===== config.mk =====
export PLATFORM = sky130hd
export DESIGN_NAME = game_tick_gen_flat
export DESIGN_NICKNAME = d
export VERILOG_FILES = /design/src/rtl/game_tick_pkg.sv /design/src/rtl/game_tick_gen_if.sv /design/src/rtl/game_tick_chan.sv /design/src/rtl/game_tick_gen.sv /design/src/flat_wrapper.sv
export SDC_FILE = /design/constraint.sdc
export NUM_CORES = 1
export LEC_CHECK = 0
export CAP_MARGIN = 20
export CORE_MARGIN = 3
export CORE_UTILIZATION = 55
export CTS_CLUSTER_DIAMETER = 50
export DETAILED_ROUTE_END_ITERATION = 8
export PLACE_DENSITY = 0.77
export SLEW_MARGIN = 20
export SYNTH_ARGS = -nofsm -noshare
export SYNTH_HDL_FRONTEND = slang
export SYNTH_SLANG_ARGS = --single-unit

===== constraint.sdc =====
create_clock -name clk -period 4.3 [get_ports clk]
set_input_delay 0.86 -clock clk [delete_from_list [all_inputs] [get_ports clk]]
set_output_delay 0.86 -clock clk [all_outputs]
set_load 0.005 [all_outputs]

===== src/rtl/game_tick_pkg.sv =====
`default_nettype none
// +--------------------------------------------------------------------------+
// | Module   : game_tick_pkg                                                 |
// | Purpose  : Shared constants, per-channel config record and the reset     |
// |            period helper for the game tick generator.                    |
// | Macros   : none (GAME_TICK_SYNC_EN is consumed by game_tick_gen)         |
// | Revision : 1.0  initial release                                          |
// +--------------------------------------------------------------------------+
package game_tick_pkg;

  // Upper bound on channel count.
  localparam int MAX_CH    = 8;

  // Storage width of the config record. Channels keep their state at this
  // width; every value ever loaded is below 2**CNT_W, so the arithmetic
  // behaves exactly as CNT_W-bit arithmetic. CNT_W must not exceed this.
  localparam int MAX_CNT_W = 16;

  typedef struct packed {
    logic [MAX_CNT_W-1:0] period;   // active period, 0 = halted
    logic [MAX_CNT_W-1:0] pending;  // next period, applied at wrap/halt
    logic                 busy;     // pending slot holds an unapplied write
  } ch_cfg_t;

  // Reset period of channel k: max(def >> k, 1).
  function automatic logic [MAX_CNT_W-1:0] def_period(input int unsigned def,
                                                      input int unsigned k);
    int unsigned v;
    v = def >> k;
    if (v == 0) begin
      v = 1;
    end
    return MAX_CNT_W'(v);
  endfunction

endpackage : game_tick_pkg
`default_nettype wire


===== src/rtl/game_tick_gen_if.sv =====
`default_nettype none
// +--------------------------------------------------------------------------+
// | Module   : game_tick_gen_if                                              |
// | Purpose  : Control/status bundle of the game tick generator.             |
// | Signals  : pause        master->slave  freeze all channels               |
// |            ch_en        master->slave  per-channel enable                |
// |            period_wr    master->slave  one-cycle write strobe            |
// |            period_sel   master->slave  target channel of the write       |
// |            period_data  master->slave  new period (0 = halt)             |
// |            period_busy  slave->master  write pending per channel         |
// |            tick         slave->master  one-cycle tick per channel        |
// | Revision : 1.0  initial release                                          |
// +--------------------------------------------------------------------------+
interface game_tick_gen_if #(
  parameter int NUM_CH = 2,
  parameter int CNT_W  = 11
);

  localparam int SEL_W = $clog2(NUM_CH) + 1;

  logic              pause;
  logic [NUM_CH-1:0] ch_en;
  logic              period_wr;
  logic [SEL_W-1:0]  period_sel;
  logic [CNT_W-1:0]  period_data;
  logic [NUM_CH-1:0] period_busy;
  logic [NUM_CH-1:0] tick;

  modport master (
    output pause, ch_en, period_wr, period_sel, period_data,
    input  period_busy, tick
  );

  modport slave (
    input  pause, ch_en, period_wr, period_sel, period_data,
    output period_busy, tick
  );

endinterface : game_tick_gen_if
`default_nettype wire


===== src/rtl/game_tick_chan.sv =====
`default_nettype none
// +--------------------------------------------------------------------------+
// | Module   : game_tick_chan                                                |
// | Purpose  : One tick channel: free-running counter, active period,        |
// |            pending-period slot and registered tick pulse.                |
// | Ports    : clk        system clock                                       |
// |            reset      synchronous active-low reset                       |
// |            i_pause    freeze counter, suppress tick                      |
// |            i_en       channel enable                                     |
// |            i_sync     force counter to 0 (phase realign)                 |
// |            i_wr       write strobe already decoded for this channel      |
// |            i_wr_data  new period                                         |
// |            o_tick     one-cycle tick, cycle after the wrap               |
// |            o_busy     pending write not yet applied                      |
// | Revision : 1.0  initial release                                          |
// +--------------------------------------------------------------------------+
module game_tick_chan
  import game_tick_pkg::*;
#(
  parameter int                   CNT_W = 11,
  parameter logic [MAX_CNT_W-1:0] DEF_P = MAX_CNT_W'(1024)
) (
  input  wire logic             clk,
  input  wire logic             reset,
  input  wire logic             i_pause,
  input  wire logic             i_en,
  input  wire logic             i_sync,
  input  wire logic             i_wr,
  input  wire logic [CNT_W-1:0] i_wr_data,
  output logic                  o_tick,
  output logic                  o_busy
);

  ch_cfg_t              r_cfg;
  logic [MAX_CNT_W-1:0] r_cnt;
  logic                 r_tick;

  logic                 w_active;
  logic                 w_frozen;
  logic [MAX_CNT_W-1:0] w_period_m1;
  logic                 w_wrap;
  logic                 w_apply;

  assign w_active    = i_en && (r_cfg.period != '0);
  // sync and pause both stop the channel from advancing; sync additionally
  // clears the counter below.
  assign w_frozen    = i_sync || i_pause;
  assign w_period_m1 = r_cfg.period - MAX_CNT_W'(1);
  assign w_wrap      = !w_frozen && w_active && (r_cnt == w_period_m1);

  // A pending period is taken over at a wrap, or straight away while the
  // channel is halted (disabled or period 0). Frozen channels keep it pending.
  assign w_apply     = r_cfg.busy && !w_frozen && (w_wrap || !w_active);

  always_ff @(posedge clk) begin
    if (!reset) begin
      r_cfg.period  <= DEF_P;
      r_cfg.pending <= '0;
      r_cfg.busy    <= 1'b0;
      r_cnt         <= '0;
      r_tick        <= 1'b0;
    end else begin
      r_tick <= w_wrap;

      if (i_sync || !w_active || w_wrap) begin
        r_cnt <= '0;
      end else if (!i_pause) begin
        r_cnt <= r_cnt + MAX_CNT_W'(1);
      end

      // The apply reads the pending slot before a same-cycle write replaces
      // it, so a write landing on a wrap stays pending for the next one.
      if (w_apply) begin
        r_cfg.period <= r_cfg.pending;
      end

      if (i_wr) begin
        r_cfg.pending <= MAX_CNT_W'(i_wr_data);
        r_cfg.busy    <= 1'b1;
      end else if (w_apply) begin
        r_cfg.busy    <= 1'b0;
      end
    end
  end

  assign o_tick = r_tick;
  assign o_busy = r_cfg.busy;

endmodule : game_tick_chan
`default_nettype wire


===== src/rtl/game_tick_gen.sv =====
`default_nettype none
// +--------------------------------------------------------------------------+
// | Module   : game_tick_gen                                                 |
// | Purpose  : Multi-channel programmable rate generator (gravity, pipe      |
// |            scroll, animation). Each channel ticks once every P cycles;   |
// |            a new P is taken over glitch-free at the channel's next wrap. |
// | Ports    : clk    system clock                                           |
// |            reset  synchronous active-low reset                           |
// |            sync   (GAME_TICK_SYNC_EN only) realign all channel phases    |
// |            bus    game_tick_gen_if.slave control/status bundle           |
// | Macros   : GAME_TICK_SYNC_EN - adds the sync input                       |
// | Revision : 1.0  initial release                                          |
// +--------------------------------------------------------------------------+
module game_tick_gen
  import game_tick_pkg::*;
#(
  parameter int NUM_CH     = 2,
  parameter int CNT_W      = 11,
  parameter int DEF_PERIOD = 1024
) (
  input  wire logic      clk,
  input  wire logic      reset,
`ifdef GAME_TICK_SYNC_EN
  input  wire logic      sync,
`endif
  game_tick_gen_if.slave bus
);

  localparam int SEL_W = $clog2(NUM_CH) + 1;

  logic              w_sync;
  logic [NUM_CH-1:0] w_wr;
  logic [NUM_CH-1:0] w_tick;
  logic [NUM_CH-1:0] w_busy;

`ifdef GAME_TICK_SYNC_EN
  assign w_sync = sync;
`else
  assign w_sync = 1'b0;
`endif

  generate
    for (genvar k = 0; k < NUM_CH; k++) begin : g_ch
      // Out-of-range selects match no channel and are dropped here.
      assign w_wr[k] = bus.period_wr && (bus.period_sel == SEL_W'(k));

      game_tick_chan #(
        .CNT_W (CNT_W),
        .DEF_P (def_period(DEF_PERIOD, k))
      ) u_chan (
        .clk       (clk),
        .reset     (reset),
        .i_pause   (bus.pause),
        .i_en      (bus.ch_en[k]),
        .i_sync    (w_sync),
        .i_wr      (w_wr[k]),
        .i_wr_data (bus.period_data),
        .o_tick    (w_tick[k]),
        .o_busy    (w_busy[k])
      );
    end
  endgenerate

  assign bus.tick        = w_tick;
  assign bus.period_busy = w_busy;

endmodule : game_tick_gen
`default_nettype wire


===== src/flat_wrapper.sv =====
// flat-port wrapper written by rule: the top's interface ports become plain ports
module game_tick_gen_flat import game_tick_pkg::*;
#(
  parameter int NUM_CH     = 2,
  parameter int CNT_W      = 11,
  parameter int DEF_PERIOD = 1024
)
  (clk, reset, bus_pause, bus_ch_en, bus_period_wr, bus_period_sel, bus_period_data, bus_period_busy, bus_tick);
  game_tick_gen_if #(.NUM_CH(NUM_CH), .CNT_W(CNT_W)) bus_i ();
  input  wire logic clk;
  input  wire logic reset;
  input wire logic [$bits(bus_i.pause)-1:0] bus_pause;
  input wire logic [$bits(bus_i.ch_en)-1:0] bus_ch_en;
  input wire logic [$bits(bus_i.period_wr)-1:0] bus_period_wr;
  input wire logic [$bits(bus_i.period_sel)-1:0] bus_period_sel;
  input wire logic [$bits(bus_i.period_data)-1:0] bus_period_data;
  output wire logic [$bits(bus_i.period_busy)-1:0] bus_period_busy;
  output wire logic [$bits(bus_i.tick)-1:0] bus_tick;
  assign bus_i.pause = bus_pause;
  assign bus_i.ch_en = bus_ch_en;
  assign bus_i.period_wr = bus_period_wr;
  assign bus_i.period_sel = bus_period_sel;
  assign bus_i.period_data = bus_period_data;
  assign bus_period_busy = bus_i.period_busy;
  assign bus_tick = bus_i.tick;
  game_tick_gen #(.NUM_CH(NUM_CH), .CNT_W(CNT_W), .DEF_PERIOD(DEF_PERIOD)) u_core (.clk(clk), .reset(reset), .bus(bus_i));
endmodule

# Yosys cells after proc, flatten, opt, wreduce, memory -nomap -nowiden
# Index checks and enable logic that the tools add are counted.
[op_classes]
mux = 4
n_shift = 0
n_reduce_logical = 24
n_eq_ne = 3
order_cmp = 0
n_div = 0
multipliers = 0
n_bitwise = 1
addsub = 4
[op_table]
columns = ["op", "n"]
rows = [
  ["$add A16 B1 Y16 const B", 2],
  ["$eq A16 B16 Y1", 2],
  ["$reduce_bool A16 Y1", 2],
  ["$sub A11 B1 Y12 const B", 2],
  ["$logic_and A1 B1 Y1", 12],
  ["$mux W1", 4],
  ["$reduce_bool A2 Y1", 2],
  ["$reduce_or A2 Y1", 2],
  ["$logic_not A1 Y1", 3],
  ["$eq A2 B1 Y1 const B", 1],
  ["$logic_not A2 Y1", 1],
  ["$logic_or A1 B1 Y1", 2],
  ["$not A1 Y1", 1],
]
[totals]
n_memories = 0
output_inout_bits = 4
mem_bits_rw = 0
wordCells = 46
input_bits = 19
romBits = 0
reg_bits = 80
latchBits = 0

# Depth between registers and ports, before layout
# Gate-level depths: netlist of the first run.
[logic_depth]
depth_word = 8
mapped_depth = 12
depth_no_buf = 9

# Modules after synthesis
# Synthesis of the first run repeated with hierarchy kept, for this count alone.
[unflattened]
hier_cells = 455
area_unflattened_um2 = 4097.7
[modules_own_cells]
columns = ["mod", "n_inst", "seq_area_each_um2", "area_each_um2", "cells_each"]
rows = [
  ["game_tick_chan (u_core.g_ch[1].u_chan)", 1, 800.8, 2039.5, 226],
  ["game_tick_chan (u_core.g_ch[0].u_chan)", 1, 800.8, 2033.2, 226],
  ["game_tick_gen", 1, 0.0, 25.0, 3],
]

# Worst setup path before layout of the first run
# No wires, ideal clock.
[synth_timing]
path_type = "reg-to-reg"
from = "reg u_core.g_ch[0].u_chan.r_cfg[17] (netlist bit)"
to = "reg u_core.g_ch[0].u_chan.r_cfg[17] (netlist bit)"
stages_incl_launch_ff = 13
setup_ps = 72
path_slack_ps = 1456
n_path_buf = 3
synth_period_minus_slack_ps = 2844
t_arrival_ps = 2772
required_ps = 4228
path_cell_list = "dfxtp_1 > clkbuf_1 > inv_1 > ha_1 > clkbuf_2 > or4b_1 > or4_1 > xnor2_1 > a21oi_1 > o2111ai_1 > a21oi_1 > buf_4 > mux2i_1"
[synth_via]
elab_chain_cells = 6
word_cells_on_any_way = 9
classes_between = "add/sub (1); eq/ne (1); reduce/logical (7)"
[synth_lines]
columns = ["item", "line_no", "text"]
rows = [
  ["start: declaration", "game_tick_chan.sv:34", "ch_cfg_t r_cfg;"],
  ["branches (longest 4 deep; another with $sub A11 B1 Y12)", "--", ""],
  ["$logic_or A1 B1 Y1 *", "game_tick_chan.sv:53", "assign w_apply = r_cfg.busy && !w_frozen && (w_wrap || !w_active);"],
  ["$logic_and A1 B1 Y1 *", "game_tick_chan.sv:53", ""],
]
# Mark *: on every way between the ends.
# A chain may end at the register's enable or synchronous reset.

# Worst setup path after layout of the first run
[layout_timing]
from = "reg u_core.g_ch[0].u_chan.r_cfg[17] (netlist bit)"
to = "reg u_core.g_ch[0].u_chan.r_cnt[5]"
[layout_via]
elab_chain_cells = 6
word_cells_on_any_way = 9
classes_between = "add/sub (1); eq/ne (1); reduce/logical (7)"
[layout_lines]
columns = ["item", "line_no", "text"]
rows = [
  ["branches (longest 4 deep; another with $sub A11 B1 Y12)", "--", ""],
  ["$logic_or A1 B1 Y1 *", "game_tick_chan.sv:65", "if (i_sync || !w_active || w_wrap) begin"],
  ["$reduce_or A2 Y1 (no source line) *", "--", ""],
  ["end signal: assignment", "game_tick_chan.sv:68", "r_cnt <= r_cnt + MAX_CNT_W'(1);"],
  ["end: declaration", "game_tick_chan.sv:35", "logic [MAX_CNT_W-1:0] r_cnt;"],
]
# Marks and branches as above.

==> impl_metrics.prom, run 1 <==
# TYPE chip_impl_metric gauge
chip_impl_info{name="status",value="completed"} 1
chip_impl_metric{name="combPwrFrac",unit="%"} 5.2
chip_impl_metric{name="clock-skew-final",unit="ps"} 9.725
chip_impl_metric{name="synth_top_area_share",unit="%"} 39.06
chip_impl_metric{name="seq_power_share",unit="%"} 51.1
chip_impl_metric{name="worstMarginPinSlew",unit="ps"} 692.4
chip_impl_metric{name="synth.area.mux_share",unit="%"} 6.347
chip_impl_info{name="cts_tree",value="yes"} 1
chip_impl_metric{name="clk_pin_slew_worst_paths",unit="ps"} 70
chip_impl_metric{name="number_of_synthesized_flops_with_an_enable_pin",unit=""} 0
chip_impl_metric{name="fp-row-count",unit=""} 30
chip_impl_metric{name="crit_path_max_fanout",unit=""} 16
chip_impl_metric{name="dr.pass1.iters",unit=""} 4
chip_impl_metric{name="asyncSetResetFlopFracSynth",unit="%"} 0
chip_impl_metric{name="dp.final_hpwl",unit="mm"} 5.989
chip_impl_metric{name="power.density",unit="nW/um^2"} 324.8
chip_impl_metric{name="core_area",unit="sq um"} 7019
chip_impl_metric{name="drive_gt1_share",unit="%"} 5.479
chip_impl_metric{name="grt_pass1_wl",unit="mm"} 14.03
chip_impl_metric{name="resized_after_cts",unit=""} 0
chip_impl_metric{name="maxSlewHeadroom",unit="%"} 53.41
chip_impl_metric{name="global_route.overflow_total",unit=""} 0
chip_impl_info{name="timing.critical_path.cells",value="inv_1, ha_1, or4b_1, or4_1, xnor2_1, a21oi_1, o2111ai_1, nand3_1, nor2_1"} 1
chip_impl_metric{name="synth_xor_xnor_area_share",unit="%"} 11.75
chip_impl_info{name="startpoint",value="u_core.g_ch[0].u_chan.r_cfg[17]"} 1
chip_impl_info{name="ys_top_cells_by_area",value="sky130_fd_sc_hd__dfxtp_1 39%, sky130_fd_sc_hd__nand2_1 9.2%, sky130_fd_sc_hd__mux2i_1 6.3%, sky130_fd_sc_hd__xor2_1 6.2%, sky130_fd_sc_hd__xnor2_1 5.6%"} 1
chip_impl_metric{name="antenna_cells_inserted",unit=""} 0
chip_impl_metric{name="max_clock_freq",unit="MHz"} 323.8
chip_impl_metric{name="post-route-util",unit="%"} 65.01
chip_impl_metric{name="p_int",unit="mW"} 1.170
chip_impl_metric{name="synthesis.instances",unit=""} 498
chip_impl_metric{name="clock-sinks",unit=""} 80
chip_impl_metric{name="p_sw_share",unit="%"} 21.04
chip_impl_metric{name="vias_in_the_first_global_route",unit=""} 3159
chip_impl_metric{name="dp.cells",unit=""} 591
chip_impl_metric{name="cts_inserted_buffers",unit=""} 9
chip_impl_metric{name="post_route_antenna_net_violation_count",unit=""} 0
chip_impl_metric{name="synth_nets",unit=""} 521
chip_impl_metric{name="warning_count_from_the_yosys_run",unit=""} 0
chip_impl_metric{name="share_clk_of_total_power",unit="%"} 43.7
chip_impl_info{name="crit_slowest_cell",value="sky130_fd_sc_hd__nand3_1"} 1
chip_impl_metric{name="area.growth.synth_to_final",unit="%"} 11.29
chip_impl_metric{name="worstPathArrival",unit="ps"} 3360
chip_impl_metric{name="grt_start_max_net_pins",unit=""} 46
chip_impl_info{name="endpoint_kind",value="register"} 1
chip_impl_metric{name="leakage_power",unit="nW"} 1.603
chip_impl_metric{name="cpPeakStageDelay",unit="ps"} 500
chip_impl_metric{name="num_io_pins",unit=""} 23
chip_impl_metric{name="rr_worst_depth",unit=""} 9
chip_impl_metric{name="synth_sequential_area_ratio",unit="%"} 39.06
chip_impl_metric{name="hold_buffer_count_at_cts",unit=""} 0
chip_impl_metric{name="hold_viol_final",unit=""} 0
chip_impl_metric{name="place.port_buffers",unit=""} 22
chip_impl_info{name="synthTopCellsByCount",value="101 x sky130_fd_sc_hd__nand2_1, 80 x sky130_fd_sc_hd__dfxtp_1, 54 x sky130_fd_sc_hd__nor2_1"} 1
chip_impl_metric{name="critical_path_required",unit="ps"} 4570
chip_impl_metric{name="die_height",unit="um"} 92.34
chip_impl_metric{name="p_switching",unit="mW"} 0.3118
chip_impl_metric{name="synth_area",unit="sq um"} 4100
chip_impl_metric{name="htree_num_levels",unit=""} 3
chip_impl_metric{name="die_area",unit="sq um"} 8527
chip_impl_info{name="synth_most_common_cell",value="sky130_fd_sc_hd__nand2_1"} 1
chip_impl_metric{name="grt_antenna_before_repair",unit=""} 0
chip_impl_info{name="critical_path.reg2reg.endpoint",value="u_core.g_ch[0].u_chan.r_cnt[5]"} 1
chip_impl_metric{name="post-cts-setup-buffers",unit=""} 0
chip_impl_metric{name="cap_viol_max_count",unit=""} 0
chip_impl_metric{name="post-layout-total-power",unit="mW"} 1.482
chip_impl_metric{name="r2r_slack",unit="ps"} 1210
chip_impl_metric{name="fin_nets",unit=""} 529
chip_impl_metric{name="yosys.area_share.adder",unit="%"} 1.221
chip_impl_metric{name="final_period_minus_worst_setup_slack",unit="ps"} 3088
chip_impl_metric{name="vias",unit=""} 3381
chip_impl_info{name="synth_top_area_cell",value="sky130_fd_sc_hd__dfxtp_1"} 1
chip_impl_metric{name="wirelength_routed",unit="mm"} 8.151
chip_impl_metric{name="synth_area_in_compound_gates",unit="%"} 8.666
chip_impl_metric{name="worst_skew_pair.late_latency",unit="ps"} 350
chip_impl_info{name="synth_top_family_by_area",value="simple AND/OR/NAND/NOR gates"} 1
chip_impl_metric{name="distinct_cells_synth",unit=""} 54
chip_impl_metric{name="finalCritPeriodShare",unit="%"} 71.81
chip_impl_info{name="grt_setup_unrepaired",value="no"} 1
chip_impl_info{name="crit_path_end",value="u_core.g_ch[0].u_chan.r_cnt[5]"} 1
chip_impl_metric{name="setup_viol",unit=""} 0
chip_impl_metric{name="fin_setup_tns",unit="ps"} 0
chip_impl_metric{name="post_synth_and_or_nand_nor_area_fraction",unit="%"} 28.35
chip_impl_metric{name="synth_area_per_cell",unit="sq um"} 8.233
chip_impl_metric{name="drc",unit=""} 0
chip_impl_info{name="regToRegStartpoint",value="u_core.g_ch[0].u_chan.r_cfg[17]"} 1
chip_impl_metric{name="cts-root-to-sink-buffers",unit=""} 2
chip_impl_metric{name="drt_first_iter_violations",unit=""} 145
chip_impl_metric{name="synth_seq_cells",unit=""} 80
chip_impl_metric{name="initial_cell_density_of_the_core",unit="%"} 58.41
chip_impl_metric{name="final_max_slew_viol_count",unit=""} 0
chip_impl_metric{name="final-instance-count-excl-fill",unit=""} 607
chip_impl_info{name="timing.critical_path.from_type",value="register"} 1
chip_impl_metric{name="worst_ir_drop_vdd",unit="uV"} 193.3
chip_impl_metric{name="track_usage",unit="%"} 20.18
chip_impl_info{name="worstHoldPathType",value="reg2reg"} 1
chip_impl_metric{name="route.detailed.vias_per_inst",unit=""} 5.570
chip_impl_metric{name="dieWidth",unit="um"} 92.34
chip_impl_info{name="ys_dominant_reg_cell",value="sky130_fd_sc_hd__dfxtp_1"} 1
chip_impl_info{name="root_buffer",value="sky130_fd_sc_hd__clkbuf_8"} 1
chip_impl_info{name="crit_type",value="reg2reg"} 1
chip_impl_metric{name="routabilityCongestion",unit=""} 0.8517
chip_impl_metric{name="wl_per_cell",unit="um"} 13.43
## critical path, delay by kind of cell (launching register included)
family,cells,cell delay [ps]
fa+ha+maj,1,380
flops,1,410
compound gates,2,230
xor+xnor,1,180
simple gates,4,1720
buf+inv,1,90
## through the flow
stage | instance area (sq um) | setup slack, ps | hold slack, ps
2_1_floorplan | 4100 | 1456 | 436.6
3_3_place_gp | 4327 | 1200 | 443.9
3_5_place_dp | 4327 | 1031 | 447.4
4_1_cts | 4563 | 1198 | 458.6
5_1_grt | 4563 | 987.7 | 473.6
6_report | 4563 | 1212 | 458.0
## kinds of logic after synthesis
family | count (synthesis)
flops | 80
buf+inv | 40
compound gates | 55
xor+xnor | 55
fa+ha+maj | 4
mux | 26
simple gates | 238
## power by group through the flow
stage / Clock [mW] / Combinational [mW] / Sequential (mW)
3_3_place_gp: 0 / 0.0755 / 0.775
6_report: 0.648 / 0.0764 / 0.758
2_1_floorplan: 0 / 0.0471 / 0.773
3_5_place_dp: 0 / 0.0766 / 0.775
5_1_grt: 0.684 / 0.0855 / 0.759
4_1_cts: 0.658 / 0.0769 / 0.758
## cell usage in the layout (no fill, tap or decap), drive strengths merged, types with 10 or more instances in the layout
master	instances
xor2	29
inv	10
nand3	14
clkbuf	11
nor2	54
nand2	101
dfxtp	80
xnor2	26
mux2i	26
clkdlybuf4s50	22
a21oi	29
## flip-flops by register name (all words and copies together) (netlist names)
register                   cells
u_core.g_ch.u_chan.o_busy      2
u_core.g_ch.u_chan.r_cfg      44
u_core.g_ch.u_chan.o_tick      2
u_core.g_ch.u_chan.r_cnt      32
## how the worst min path moves through the flow
stage | start | endpoint | slack [ps] | cells past startpoint
after floorplan | u_core.g_ch[0].u_chan.r_cfg[10] | u_core.g_ch[0].u_chan.r_cfg[10] | 440 | 2
after global placement | u_core.g_ch[0].u_chan.r_cfg[2] | u_core.g_ch[0].u_chan.r_cfg[2] | 440 | 2
after detailed placement | u_core.g_ch[1].u_chan.r_cfg[5] | u_core.g_ch[1].u_chan.r_cfg[5] | 450 | 2
after CTS | u_core.g_ch[1].u_chan.r_cfg[5] | u_core.g_ch[1].u_chan.r_cfg[5] | 460 | 2
after global routing | u_core.g_ch[0].u_chan.r_cfg[1] | u_core.g_ch[0].u_chan.r_cfg[1] | 470 | 2
final | u_core.g_ch[1].u_chan.r_cfg[5] | u_core.g_ch[1].u_chan.r_cfg[5] | 460 | 2
## layout make-up
type | instances | area [sq um]
multi-input combinational | 378 | 2310
fill | 607 | 2456
tap | 96 | 120.1
clock inverter | 5 | 105.1
clock buffer | 11 | 131.4
sequential | 80 | 1602
inverter | 10 | 37.54
timing repair buffer | 27 | 257.7
## metal layers
metal | vias to the layer above | share of wire (%) | GRT usage [%]
li1 | 1710 | - | -
met1 | 1589 | 48 | 26.46
met2 | 66 | 46 | 33.11
met3 | 16 | 4.0 | 3.168
met4 | 0 | 2.0 | 8.292
met5 | - | 0 | 0
No activity file was read; power rests on OpenSTA's default activity.
==> inputs of run 2 (changes only) <==
--- a/config.mk
+++ b/config.mk
@@ -7,10 +7,10 @@
 export LEC_CHECK = 0
 export CAP_MARGIN = 20
 export CORE_MARGIN = 3
-export CORE_UTILIZATION = 55
+export CORE_UTILIZATION = 54
 export CTS_CLUSTER_DIAMETER = 50
 export DETAILED_ROUTE_END_ITERATION = 8
-export PLACE_DENSITY = 0.77
+export PLACE_DENSITY = 0.79
 export SLEW_MARGIN = 20
 export SYNTH_ARGS = -nofsm -noshare
 export SYNTH_HDL_FRONTEND = slang
==> constraint.sdc (replaced) <==
create_clock -name clk -period 2.5 [get_ports clk]
set_input_delay 0.5 -clock clk [delete_from_list [all_inputs] [get_ports clk]]
set_output_delay 0.5 -clock clk [all_outputs]
set_load 0.005 [all_outputs]
==> impl_metrics.prom, run 2 (same netlist as run 1, synthesis figures left out) <==
# TYPE chip_impl_metric gauge
chip_impl_metric{name="dr.pass1.iters",unit=""} 5
chip_impl_metric{name="hold_depth",unit=""} 2
chip_impl_info{name="status",value="finished, violations left"} 1
chip_impl_info{name="grt_setup_unrepaired",value="yes"} 1
chip_impl_metric{name="area.growth.synth_to_final",unit="%"} 27.83
chip_impl_metric{name="layout_setup_ws",unit="ps"} -144.8
chip_impl_metric{name="final_max_slew_viol_count",unit=""} 0
chip_impl_metric{name="worst-path-buf-inv",unit=""} 3
chip_impl_info{name="timing.critical_path.cells",value="inv_2, ha_4, or4b_4, or4_4, xnor2_2, a21oi_2, o2111ai_2, a21oi_2, buf_4, clkbuf_16, mux2i_1"} 1
chip_impl_metric{name="final_period_minus_worst_setup_slack",unit="ps"} 2645
chip_impl_metric{name="clk_pin_slew_worst_paths",unit="ps"} 90
chip_impl_info{name="regToRegStartpoint",value="u_core.g_ch[0].u_chan.r_cfg[17]"} 1
chip_impl_metric{name="r2r_slack",unit="ps"} -140
chip_impl_metric{name="p_switching",unit="mW"} 0.6136
chip_impl_metric{name="initial_cell_density_of_the_core",unit="%"} 56.23
chip_impl_metric{name="cpPeakStageDelay",unit="ps"} 460
chip_impl_info{name="crit_slowest_cell",value="sky130_fd_sc_hd__or4_4"} 1
chip_impl_metric{name="die_area",unit="sq um"} 8674
chip_impl_info{name="top_regs",value="u_core.g_ch.u_chan.r_cfg: 44 flops, u_core.g_ch.u_chan.r_cnt: 32 flops"} 1
chip_impl_metric{name="power.density",unit="nW/um^2"} 486.5
chip_impl_metric{name="vias",unit=""} 3694
chip_impl_metric{name="leakage_power",unit="nW"} 1.863
chip_impl_metric{name="die_height",unit="um"} 93.14
chip_impl_metric{name="setup_viol",unit=""} 29
chip_impl_metric{name="worstMarginPinSlew",unit="ps"} 518.5
chip_impl_metric{name="place.port_buffers",unit=""} 22
chip_impl_metric{name="seq_power_share",unit="%"} 51.0
chip_impl_metric{name="maxSlewHeadroom",unit="%"} 65.33
chip_impl_info{name="violations",value="setup timing"} 1
chip_impl_metric{name="cts_inserted_buffers",unit=""} 9
chip_impl_metric{name="worst_skew_pair.late_latency",unit="ps"} 360
chip_impl_info{name="endpoint_kind",value="register"} 1
chip_impl_info{name="mostFrequentLayoutCells",value="100 x sky130_fd_sc_hd__nand2_1, 75 x sky130_fd_sc_hd__dfxtp_1, 40 x sky130_fd_sc_hd__nor2_1"} 1
chip_impl_metric{name="global_route.overflow_total",unit=""} 0
chip_impl_metric{name="share_clk_of_total_power",unit="%"} 41.9
chip_impl_metric{name="largest_register_ff_count",unit=""} 44
chip_impl_metric{name="combPwrFrac",unit="%"} 7.1
chip_impl_metric{name="fp-row-count",unit=""} 31
chip_impl_metric{name="routabilityCongestion",unit=""} 0.9025
chip_impl_info{name="min-delay-start",value="u_core.g_ch[1].u_chan.r_cfg[4]"} 1
chip_impl_info{name="cts_tree",value="yes"} 1
chip_impl_metric{name="cts-root-to-sink-buffers",unit=""} 2
chip_impl_metric{name="hold_buffer_count_at_cts",unit=""} 0
chip_impl_metric{name="final_hold_slack",unit="ps"} 460.2
chip_impl_info{name="timing.critical_path.from_type",value="register"} 1
chip_impl_info{name="most_frequent_standard_cell_in_the_layout_excluding_fill_and_tap_cells",value="sky130_fd_sc_hd__nand2_1"} 1
chip_impl_metric{name="finalCritPeriodShare",unit="%"} 105.8
chip_impl_metric{name="post-route-util",unit="%"} 71.88
chip_impl_metric{name="grt_antenna_before_repair",unit=""} 0
chip_impl_metric{name="num_io_pins",unit=""} 23
chip_impl_metric{name="crit_path_max_fanout",unit=""} 5
chip_impl_metric{name="dieWidth",unit="um"} 93.14
chip_impl_metric{name="track_usage",unit="%"} 24.48
chip_impl_metric{name="clock-sinks",unit=""} 80
chip_impl_metric{name="placedInstanceArea",unit="sq um"} 4608
chip_impl_metric{name="fin_nets",unit=""} 570
chip_impl_metric{name="vias_in_the_first_global_route",unit=""} 3564
chip_impl_metric{name="route.detailed.vias_per_inst",unit=""} 5.683
chip_impl_info{name="root_buffer",value="sky130_fd_sc_hd__clkbuf_8"} 1
chip_impl_metric{name="drive_gt1_share",unit="%"} 21.23
chip_impl_metric{name="p_int",unit="mW"} 1.936
chip_impl_info{name="crit_path_frequent_cell",value="sky130_fd_sc_hd__a21oi_2"} 1
chip_impl_info{name="max_flop_register",value="u_core.g_ch.u_chan.r_cfg"} 1
chip_impl_metric{name="critical_path_required",unit="ps"} 2790
chip_impl_info{name="hold_end",value="u_core.g_ch[1].u_chan.r_cfg[4]"} 1
chip_impl_info{name="crit_type",value="reg2reg"} 1
chip_impl_metric{name="max_clock_freq",unit="MHz"} 378.1
chip_impl_metric{name="wirelength_routed",unit="mm"} 10.73
chip_impl_metric{name="antenna_cells_inserted",unit=""} 0
chip_impl_info{name="critical_path.reg2reg.endpoint",value="u_core.g_ch[0].u_chan.r_cfg[27]"} 1
chip_impl_metric{name="grt_start_max_net_pins",unit=""} 42
chip_impl_metric{name="rr_worst_depth",unit=""} 11
chip_impl_metric{name="cap_viol_max_count",unit=""} 0
chip_impl_metric{name="clock-skew-final",unit="ps"} 10.62
chip_impl_metric{name="drc",unit=""} 0
chip_impl_metric{name="core_area",unit="sq um"} 7292
chip_impl_metric{name="worst_ir_drop_vdd",unit="uV"} 342.9
chip_impl_metric{name="post-layout-total-power",unit="mW"} 2.550
chip_impl_metric{name="dp.final_hpwl",unit="mm"} 6.633
chip_impl_info{name="worstHoldPathType",value="reg2reg"} 1
chip_impl_metric{name="p_sw_share",unit="%"} 24.06
chip_impl_metric{name="post_route_antenna_net_violation_count",unit=""} 0
chip_impl_metric{name="drt_first_iter_violations",unit=""} 236
chip_impl_metric{name="hold_viol_final",unit=""} 0
chip_impl_metric{name="htree_num_levels",unit=""} 3
chip_impl_metric{name="stdcell_area",unit="sq um"} 5241
chip_impl_metric{name="grt_pass1_wl",unit="mm"} 16.89
chip_impl_metric{name="layout.filler_cells",unit=""} 527
chip_impl_metric{name="worstPathArrival",unit="ps"} 2940
chip_impl_info{name="critical-path-top-delay-family",value="simple AND/OR/NAND/NOR gates"} 1
chip_impl_metric{name="wl_per_cell",unit="um"} 16.51
-- run 2: cell types whose count changed in the layout (fill, tap and decap cells not counted), moves of 3 or more --
cell | before | now
sky130_fd_sc_hd__a21oi_2 | 0 | 4
sky130_fd_sc_hd__inv_2 | 1 | 4
sky130_fd_sc_hd__nor2_1 | 54 | 40
sky130_fd_sc_hd__dfxtp_2 | 0 | 4
sky130_fd_sc_hd__buf_12 | 0 | 3
sky130_fd_sc_hd__mux2i_1 | 26 | 23
sky130_fd_sc_hd__dfxtp_1 | 80 | 75
sky130_fd_sc_hd__a21oi_1 | 29 | 25
sky130_fd_sc_hd__inv_1 | 9 | 5
sky130_fd_sc_hd__nor2_4 | 0 | 7
sky130_fd_sc_hd__buf_4 | 5 | 39
sky130_fd_sc_hd__nor2_2 | 0 | 7
sky130_fd_sc_hd__nor4_1 | 4 | 1
-- run 2: per-layer routing --
metal | track usage, % | wire length [um]
met5 | 0 | 0
met4 | 10.87 | 299
met3 | 4.988 | 541
met2 | 39.65 | 5202
met1 | 31.49 | 4690
-- run 2: worst max path at each step --
stage	start	endpoint	slack (ps)	cells past startpoint
final	u_core.g_ch[0].u_chan.r_cfg[17]	u_core.g_ch[0].u_chan.r_cfg[27]	-140	11
after global routing	u_core.g_ch[1].u_chan.r_cfg[17]	u_core.g_ch[1].u_chan.r_cfg[24]	-240	11
after CTS	u_core.g_ch[0].u_chan.r_cfg[17]	u_core.g_ch[0].u_chan.r_cfg[18]	-110	11
after detailed placement	bus_pause	u_core.g_ch[0].u_chan.r_cfg[17]	-190	8
after global placement	bus_pause	u_core.g_ch[0].u_chan.r_cfg[23]	-70	8
after floorplan	u_core.g_ch[0].u_chan.r_cfg[17]	u_core.g_ch[0].u_chan.r_cfg[17]	-200	12
-- run 2: timing repair --
action,CTS,global route
resized for setup,24,42
buffers inserted,5,7
gates cloned,2,1
setup endpoints to repair,22,56
pin swaps,5,14
-- run 2: area by class of cell --
| cell class | count | area (sq um) | area share, % |
|---|---|---|---|
| tap | 99 | 123.9 | 2.363 |
| sequential | 80 | 1610 | 30.72 |
| multi-input combinational | 378 | 2589 | 49.39 |
| clock buffer | 9 | 123.9 | 2.363 |
| clock inverter | 6 | 92.59 | 1.767 |
| timing repair buffer | 68 | 661.9 | 12.63 |
| inverter | 10 | 40.04 | 0.7639 |
-- run 2: worst reg2reg max path, cell delays in order (launching register included) --
cell,delay [ps]
sky130_fd_sc_hd__dfxtp_2,330
sky130_fd_sc_hd__inv_2,60
sky130_fd_sc_hd__ha_4,130
sky130_fd_sc_hd__or4b_4,450
sky130_fd_sc_hd__or4_4,460
sky130_fd_sc_hd__xnor2_2,160
sky130_fd_sc_hd__a21oi_2,120
sky130_fd_sc_hd__o2111ai_2,150
sky130_fd_sc_hd__a21oi_2,240
sky130_fd_sc_hd__buf_4,160
sky130_fd_sc_hd__clkbuf_16,130
sky130_fd_sc_hd__mux2i_1,180
-- run 2: power by group through the flow --
| stage | clock network, mW | logic (mW) | registers (mW) |
|---|---|---|---|
| 2_1_floorplan | 0 | 0.0819 | 1.33 |
| 3_3_place_gp | 0 | 0.147 | 1.33 |
| 3_5_place_dp | 0 | 0.150 | 1.33 |
| 4_1_cts | 1.08 | 0.161 | 1.30 |
| 5_1_grt | 1.15 | 0.194 | 1.30 |
| 6_report | 1.07 | 0.181 | 1.30 |
-- run 2: through the flow --
step                setup slack (ps)  std cells  TNS (ps)
global placement              -70.92        622     -1029
finish                        -144.8        650     -1790
floorplan                     -197.4        498     -3763
CTS                           -106.5        644     -1037
global route                  -236.6        650     -6774
detailed placement            -190.9        622     -3605
